File: src/rtl/alu_sbm_seq_pkg.sv
// Shared types and helpers for the bit-sliced ALU issue sequencer.
package alu_sbm_seq_pkg;

    // ALU operation encoding shared with the 16-bit slice
    typedef enum logic [3:0] {
        ALU_OP_ADD    = 4'd0,
        ALU_OP_SUB    = 4'd1,
        ALU_OP_PLUS_4 = 4'd2,
        ALU_OP_AND    = 4'd3,
        ALU_OP_OR     = 4'd4,
        ALU_OP_XOR    = 4'd5,
        ALU_OP_SLL    = 4'd6,
        ALU_OP_SRL    = 4'd7,
        ALU_OP_SRA    = 4'd8,
        ALU_OP_EQ     = 4'd9,
        ALU_OP_LT     = 4'd10,
        ALU_OP_LTU    = 4'd11
    } cs_alu_op;

    // Sequencer FSM states
    typedef enum logic [1:0] {
        SEQ_IDLE = 2'd0,
        SEQ_B1   = 2'd1,
        SEQ_B2   = 2'd2,
        SEQ_RESP = 2'd3
    } seq_state_e;

    // Right shifts walk from the top half down so bits spill into the low half
    function automatic logic alu_op_high_first(input cs_alu_op op);
        return (op == ALU_OP_SRL) || (op == ALU_OP_SRA);
    endfunction

    // Ops whose answer is a single compare bit
    function automatic logic alu_op_is_cmp(input cs_alu_op op);
        return (op == ALU_OP_EQ) || (op == ALU_OP_LT) || (op == ALU_OP_LTU);
    endfunction

    // Ops that take a shift amount instead of a B operand
    function automatic logic alu_op_is_shift(input cs_alu_op op);
        return (op == ALU_OP_SLL) || (op == ALU_OP_SRL) || (op == ALU_OP_SRA);
    endfunction

endpackage

File: src/rtl/alu_sbm_seq_premap.sv
// Operand premap: folds the >=16 part of a 32-bit shift into a half-word move
// so the 16-bit slice only ever shifts by 0..15.
module alu_sbm_seq_premap
    import alu_sbm_seq_pkg::*;
(
    input  cs_alu_op    op,
    input  logic [31:0] a,
    input  logic [31:0] b,
    output logic [31:0] a_prime,
    output logic [31:0] b_prime,
    output logic [3:0]  amt
);

    // Half-word pre-shift of A for shift amounts of 16 or more
    always_comb begin
        a_prime = a;
        b_prime = b;
        amt     = b[3:0];
        case (op)
            ALU_OP_SLL: begin
                if (b[4]) begin
                    a_prime = {a[15:0], 16'h0000};
                end
            end
            ALU_OP_SRL: begin
                if (b[4]) begin
                    a_prime = {16'h0000, a[31:16]};
                end
            end
            ALU_OP_SRA: begin
                if (b[4]) begin
                    a_prime = {{16{a[31]}}, a[31:16]};
                end
            end
            default: ;
        endcase
    end

endmodule

File: src/rtl/alu_sbm_seq.sv
// Issue-side sequencer: splits a 32-bit ALU request into two 16-bit beats
// for the bit-sliced ALU and reassembles the result onto a valid/ready port.
module alu_sbm_seq
    import alu_sbm_seq_pkg::*;
#(
    parameter bit EQ_EARLY_EXIT = 1'b1
)
(
    input  logic        clk,
    input  logic        rst_n,
    input  logic        req_valid,
    output logic        req_ready,
    input  cs_alu_op    req_op,
    input  logic        req_cmp_flip,
    input  logic [31:0] req_a,
    input  logic [31:0] req_b,
    output logic        rsp_valid,
    input  logic        rsp_ready,
    output logic [31:0] rsp_result,
    output logic        rsp_cmp,
    output logic        alu_first_cycle,
    output cs_alu_op    alu_op,
    output logic        alu_cmp_flip,
    output logic [15:0] alu_a,
    output logic [15:0] alu_b,
    input  logic [15:0] alu_result,
    input  logic        alu_cmp_result,
    input  logic        alu_cmp_result_valid
);

    seq_state_e  state_reg;
    logic        high_first_reg;
    logic [15:0] a_hold_reg;
    logic [15:0] b_hold_reg;

    logic [31:0] a_prime;
    logic [31:0] b_prime;
    logic [3:0]  amt;

    logic        req_high_first;
    logic        req_is_shift;
    logic [15:0] a_first;
    logic [15:0] a_second;
    logic [15:0] b_first;
    logic [15:0] b_second;

    logic [31:0] merged_result;
    logic [31:0] final_result;
    logic        op_is_cmp;
    logic        cmp_now;
    logic        early_exit;

    alu_sbm_seq_premap u_premap (
        .op      (req_op),
        .a       (req_a),
        .b       (req_b),
        .a_prime (a_prime),
        .b_prime (b_prime),
        .amt     (amt)
    );

    // Split the premapped operands into first/second beat halves
    always_comb begin
        req_high_first = alu_op_high_first(req_op);
        req_is_shift   = alu_op_is_shift(req_op);
        a_first        = req_high_first ? a_prime[31:16] : a_prime[15:0];
        a_second       = req_high_first ? a_prime[15:0]  : a_prime[31:16];
        if (req_is_shift) begin
            b_first  = {12'h000, amt};
            b_second = {12'h000, amt};
        end else begin
            b_first  = req_high_first ? b_prime[31:16] : b_prime[15:0];
            b_second = req_high_first ? b_prime[15:0]  : b_prime[31:16];
        end
    end

    // Merge the current beat's slice output and decide whether EQ can finish now
    always_comb begin
        merged_result = rsp_result;
        // The beat touches the high half in B1 when high-first, else in B2
        if ((state_reg == SEQ_B1) == high_first_reg) begin
            merged_result[31:16] = alu_result;
        end else begin
            merged_result[15:0] = alu_result;
        end
        op_is_cmp    = alu_op_is_cmp(alu_op);
        cmp_now      = (op_is_cmp && alu_cmp_result_valid) ? alu_cmp_result : rsp_cmp;
        final_result = op_is_cmp ? {31'h0, cmp_now} : merged_result;
        early_exit   = EQ_EARLY_EXIT && (state_reg == SEQ_B1) &&
                       (alu_op == ALU_OP_EQ) && alu_cmp_result_valid;
    end

    // Sequencer FSM with registered slice drive and response outputs
    always_ff @(posedge clk or negedge rst_n) begin
        if (!rst_n) begin
            state_reg       <= SEQ_IDLE;
            req_ready       <= 1'b1;
            rsp_valid       <= 1'b0;
            rsp_result      <= 32'h0;
            rsp_cmp         <= 1'b0;
            alu_first_cycle <= 1'b0;
            alu_op          <= ALU_OP_AND;
            alu_cmp_flip    <= 1'b0;
            alu_a           <= 16'h0;
            alu_b           <= 16'h0;
            high_first_reg  <= 1'b0;
            a_hold_reg      <= 16'h0;
            b_hold_reg      <= 16'h0;
        end else begin
            case (state_reg)
                SEQ_IDLE: begin
                    if (req_valid) begin
                        state_reg       <= SEQ_B1;
                        req_ready       <= 1'b0;
                        rsp_cmp         <= 1'b0;
                        alu_first_cycle <= 1'b1;
                        alu_op          <= req_op;
                        alu_cmp_flip    <= req_cmp_flip;
                        alu_a           <= a_first;
                        alu_b           <= b_first;
                        high_first_reg  <= req_high_first;
                        a_hold_reg      <= a_second;
                        b_hold_reg      <= b_second;
                    end
                end
                SEQ_B1: begin
                    alu_first_cycle <= 1'b0;
                    rsp_cmp         <= cmp_now;
                    if (early_exit) begin
                        state_reg    <= SEQ_RESP;
                        rsp_valid    <= 1'b1;
                        rsp_result   <= final_result;
                        alu_op       <= ALU_OP_AND;
                        alu_cmp_flip <= 1'b0;
                        alu_a        <= 16'h0;
                        alu_b        <= 16'h0;
                    end else begin
                        state_reg  <= SEQ_B2;
                        rsp_result <= merged_result;
                        alu_a      <= a_hold_reg;
                        alu_b      <= b_hold_reg;
                    end
                end
                SEQ_B2: begin
                    // AND with first_cycle low leaves the slice state untouched
                    state_reg    <= SEQ_RESP;
                    rsp_valid    <= 1'b1;
                    rsp_result   <= final_result;
                    rsp_cmp      <= cmp_now;
                    alu_op       <= ALU_OP_AND;
                    alu_cmp_flip <= 1'b0;
                    alu_a        <= 16'h0;
                    alu_b        <= 16'h0;
                end
                SEQ_RESP: begin
                    if (rsp_ready) begin
                        state_reg <= SEQ_IDLE;
                        rsp_valid <= 1'b0;
                        req_ready <= 1'b1;
                    end
                end
                default: begin
                    state_reg <= SEQ_IDLE;
                    req_ready <= 1'b1;
                    rsp_valid <= 1'b0;
                end
            endcase
        end
    end

endmodule

File: config.mk
export PLATFORM = sky130hd
export DESIGN_NAME = alu_sbm_seq
export DESIGN_NICKNAME = d
export VERILOG_FILES = /design/src/rtl/alu_sbm_seq_pkg.sv /design/src/rtl/alu_sbm_seq_premap.sv /design/src/rtl/alu_sbm_seq.sv
export SDC_FILE = /design/constraint.sdc
export NUM_CORES = 1
export LEC_CHECK = 0
export CORE_MARGIN = 8
export CORE_UTILIZATION = 25
export CTS_CLUSTER_SIZE = 16
export DETAILED_ROUTE_END_ITERATION = 10
export PLACE_DENSITY = 0.45
export SYNTH_ARGS = -nofsm -noshare
export SYNTH_HDL_FRONTEND = slang
export SYNTH_SLANG_ARGS = --single-unit
File: constraint.sdc
create_clock -name clk -period 3.2 [get_ports clk]
set_clock_uncertainty 0.2 [all_clocks]
set_input_delay 0.64 -clock clk [delete_from_list [all_inputs] [get_ports clk]]
set_output_delay 0.64 -clock clk [all_outputs]
set_load 0.01 [all_outputs]
==> flow_metrics.py <==
metrics = {
    "synthesis": {
        "synth_ff_type": "dfrtp_1",
        "yosys_warnings": 0,
        "synth.distinct_cells": 56,
        "synth.largest_area_cell": "dfrtp_1",
        "ys_top_cells_by_area": "dfrtp_1, nand2_1, a21oi_1, mux2i_1, o21ai_0",
        "synth_top_area_frac": 0.474,
        "synth_edf_count": 0,
        "syn_area_sq_um": 5540,
        "syn-num-nets": 728,
        "post-synth-top-count-cell": "nand2_1",
        "synth_cells": 633,
        "syn_area_per_cell_sq_um": 8.75,
        "synthTopCellsByCount": "nand2_1, dfrtp_1, a21oi_1, o21ai_0, nor2_1",
        "seq_area_frac_synth": 0.489,
        "synthArstFlopShare": 1.00,
        "synth-seq-cells": 108,
    },
    "timing": {
        "finalHoldViolCount": 0,
        "worst_slack_ns": 0.398,
        "slew_headroom": 0.253,
        "holdWs_ns": 0.279,
        "tightestPinTransition_ns": 1.12,
        "min_period_ns": 2.80,
        "setup-violations-final": 0,
        "rsz0062_at_grt": "false",
        "tns_ns": 0,
        "finalCritPeriodShare": 0.875,
        "max_freq_mhz": 357,
        "slew_viol_final": 0,
    },
    "placement": {
        "place_ws_ns": 0.0891,
        "dpl_cell_area_sq_um": 7540,
        "place_congestion": 0.827,
        "io_buffers": 163,
        "hpwl_mm": 15.2,
    },
    "clock_tree": {
        "numCtsBuffers": 9,
        "clock_path_buffers": 2,
        "path_clk_slew_ns": 0.07,
        "root_buffer": "clkbuf_16",
        "clk_latency_ns": 0.36,
        "numClockSinks": 108,
        "cts-htree-levels": 3,
        "cts_tree": "done",
    },
    "power": {
        "ir_drop_mv": 0.342,
        "power_density_nw_per_um2": 923,
        "total_power_mw": 7.23,
        "leakagePower_nw": 3.31,
    },
    "critical_path": {
        "cp-end-kind": "register",
        "start_kind": "register",
        "crit_arrival_ns": 2.89,
        "worst-path-max-fanout": 12,
        "critPathKind": "register to register",
        "worstPathRequired_ns": 3.29,
        "rr_startpoint": "state_reg[0]",
        "startpoint": "state_reg[0]",
    },
    "die": {
        "chipWidth_microns": 165,
        "initial_core_util": 0.255,
        "core_area_sq_um": 21800,
        "die_area_sq_um": 27200,
        "num_io_pins": 164,
        "rows": 54,
        "die_y_microns": 165,
    },
    "outcome": {
        "status": "finished, final reports clean",
    },
    "global_route": {
        "antenna_found_initial": 0,
        "grt_first_pass_wirelength_mm": 31.8,
        "grt_usage": 0.151,
        "overflow": 0,
        "grt_max_degree": 57,
        "grt_pass1_vias": 5438,
    },
    "job": {
        "maxCapViolCount": 0,
    },
    "finish": {
        "drive_above_1_share": 0.0757,
        "largest_register_ffs": 32,
        "area_delta_synth_final_pct": 41.4,
        "final_nets": 884,
        "final_cell_area_sq_um": 7830,
        "diodes": 0,
        "top_register": "rsp_result",
    },
    "routing": {
        "routed_wl_mm": 20.5,
        "dr.max_layer_used": "met4",
        "drt_iter0_markers": 356,
        "drt-met1-wl_mm": 9.29,
        "met3_length_mm": 1.41,
        "vias": 5246,
        "dr_wl_met2_mm": 9.50,
        "post_drt_wl_per_cell_microns": 19.1,
        "via_per_inst": 4.89,
        "drc": 0,
        "drtAntennaViolNets": 0,
        "firstDrtPassIters": 5,
    },
    "worst_hold_path": {
        "worstHoldStart": "b_hold_reg[5]",
        "hp-class": "register to register",
    },
}
worst max-delay path, cell delays in order (launching register included):
cell and delay (ns):
dfrtp_1 0.42, inv_1 0.10, ha_1 0.30, nor2b_1 0.21, or3_1 0.37, nor2_1 0.86, a22oi_1 0.15, nand2_1 0.13
repair_timing:
action	in CTS	in global routing
buffers inserted	0	0
gates resized for setup	0	0
hold buffers	1	0
endpoints found under the hold margin	20	0
final timing paths:
check	to	slack, ns	depth (start not counted)
max	alu_b[11]	0.40	7
min	b_hold_reg[5]	0.28	2
max reg2reg	alu_b[11]	0.40	7
min reg2reg	b_hold_reg[5]	0.28	2
max in group asynchronous	b_hold_reg[5]	1.57	3
min in group asynchronous	rsp_result[8]	0.51	2
through the flow:
stage	std cells	utilization
after floorplan	633	-
after global placement	1057	0.346
after detailed placement	1057	0.346
after CTS	1073	0.360
after global routing	1073	0.360
final	1073	0.360
power breakdown:
part | internal [mW] | switching (mW)
Sequential | 2.03 | 0.383
Clock | 0.543 | 0.561
Combinational | 1.70 | 2.01
Total | 4.27 | 2.95
kinds of logic (layout without fill, tap and decap cells):
group           count (synthesis)  count (layout)  synth area share
buf+inv                        62             222            0.0474
xor+xnor                        1               1           0.00158
simple gates                  243             243             0.197
fa+ha+maj                       4               4           0.00904
compound gates                190             190             0.211
mux                            25              25            0.0452
flops                         108             108             0.489
cell type report:
cell class                      count  area [sq um]
Clock buffer                        9           225
Clock inverter                      6          57.6
Fill cell                        2269         13900
Inverter                           13          48.8
Multi-Input combinational cell    463          2570
Sequential cell                   108          2710
Tap cell                          280           350
Timing Repair Buffer              194          1870
cells in the final DEF, fill, tap and decap left out, types with 8 or more instances in the layout:
| cell type | instances |
|---|---|
| nand2_1 | 131 |
| nand2b_1 | 12 |
| nor3_1 | 10 |
| dfrtp_1 | 105 |
| nor2b_1 | 8 |
| clkdlybuf4s50_1 | 161 |
| clkbuf_16 | 9 |
| inv_1 | 13 |
| o21ai_0 | 48 |
| a21oi_1 | 73 |
| nor2_1 | 46 |
| nand3_1 | 9 |
| a22oi_1 | 16 |
| mux2i_1 | 25 |
| buf_4 | 30 |
per-layer routing:
layer | vias to the layer above | global-route usage
li1 | 2510 | -
met1 | 2536 | 0.198
met2 | 179 | 0.244
met3 | 21 | 0.0341
met4 | 0 | 0.0475
met5 | - | 0
(Power assumes the default switching activity.)
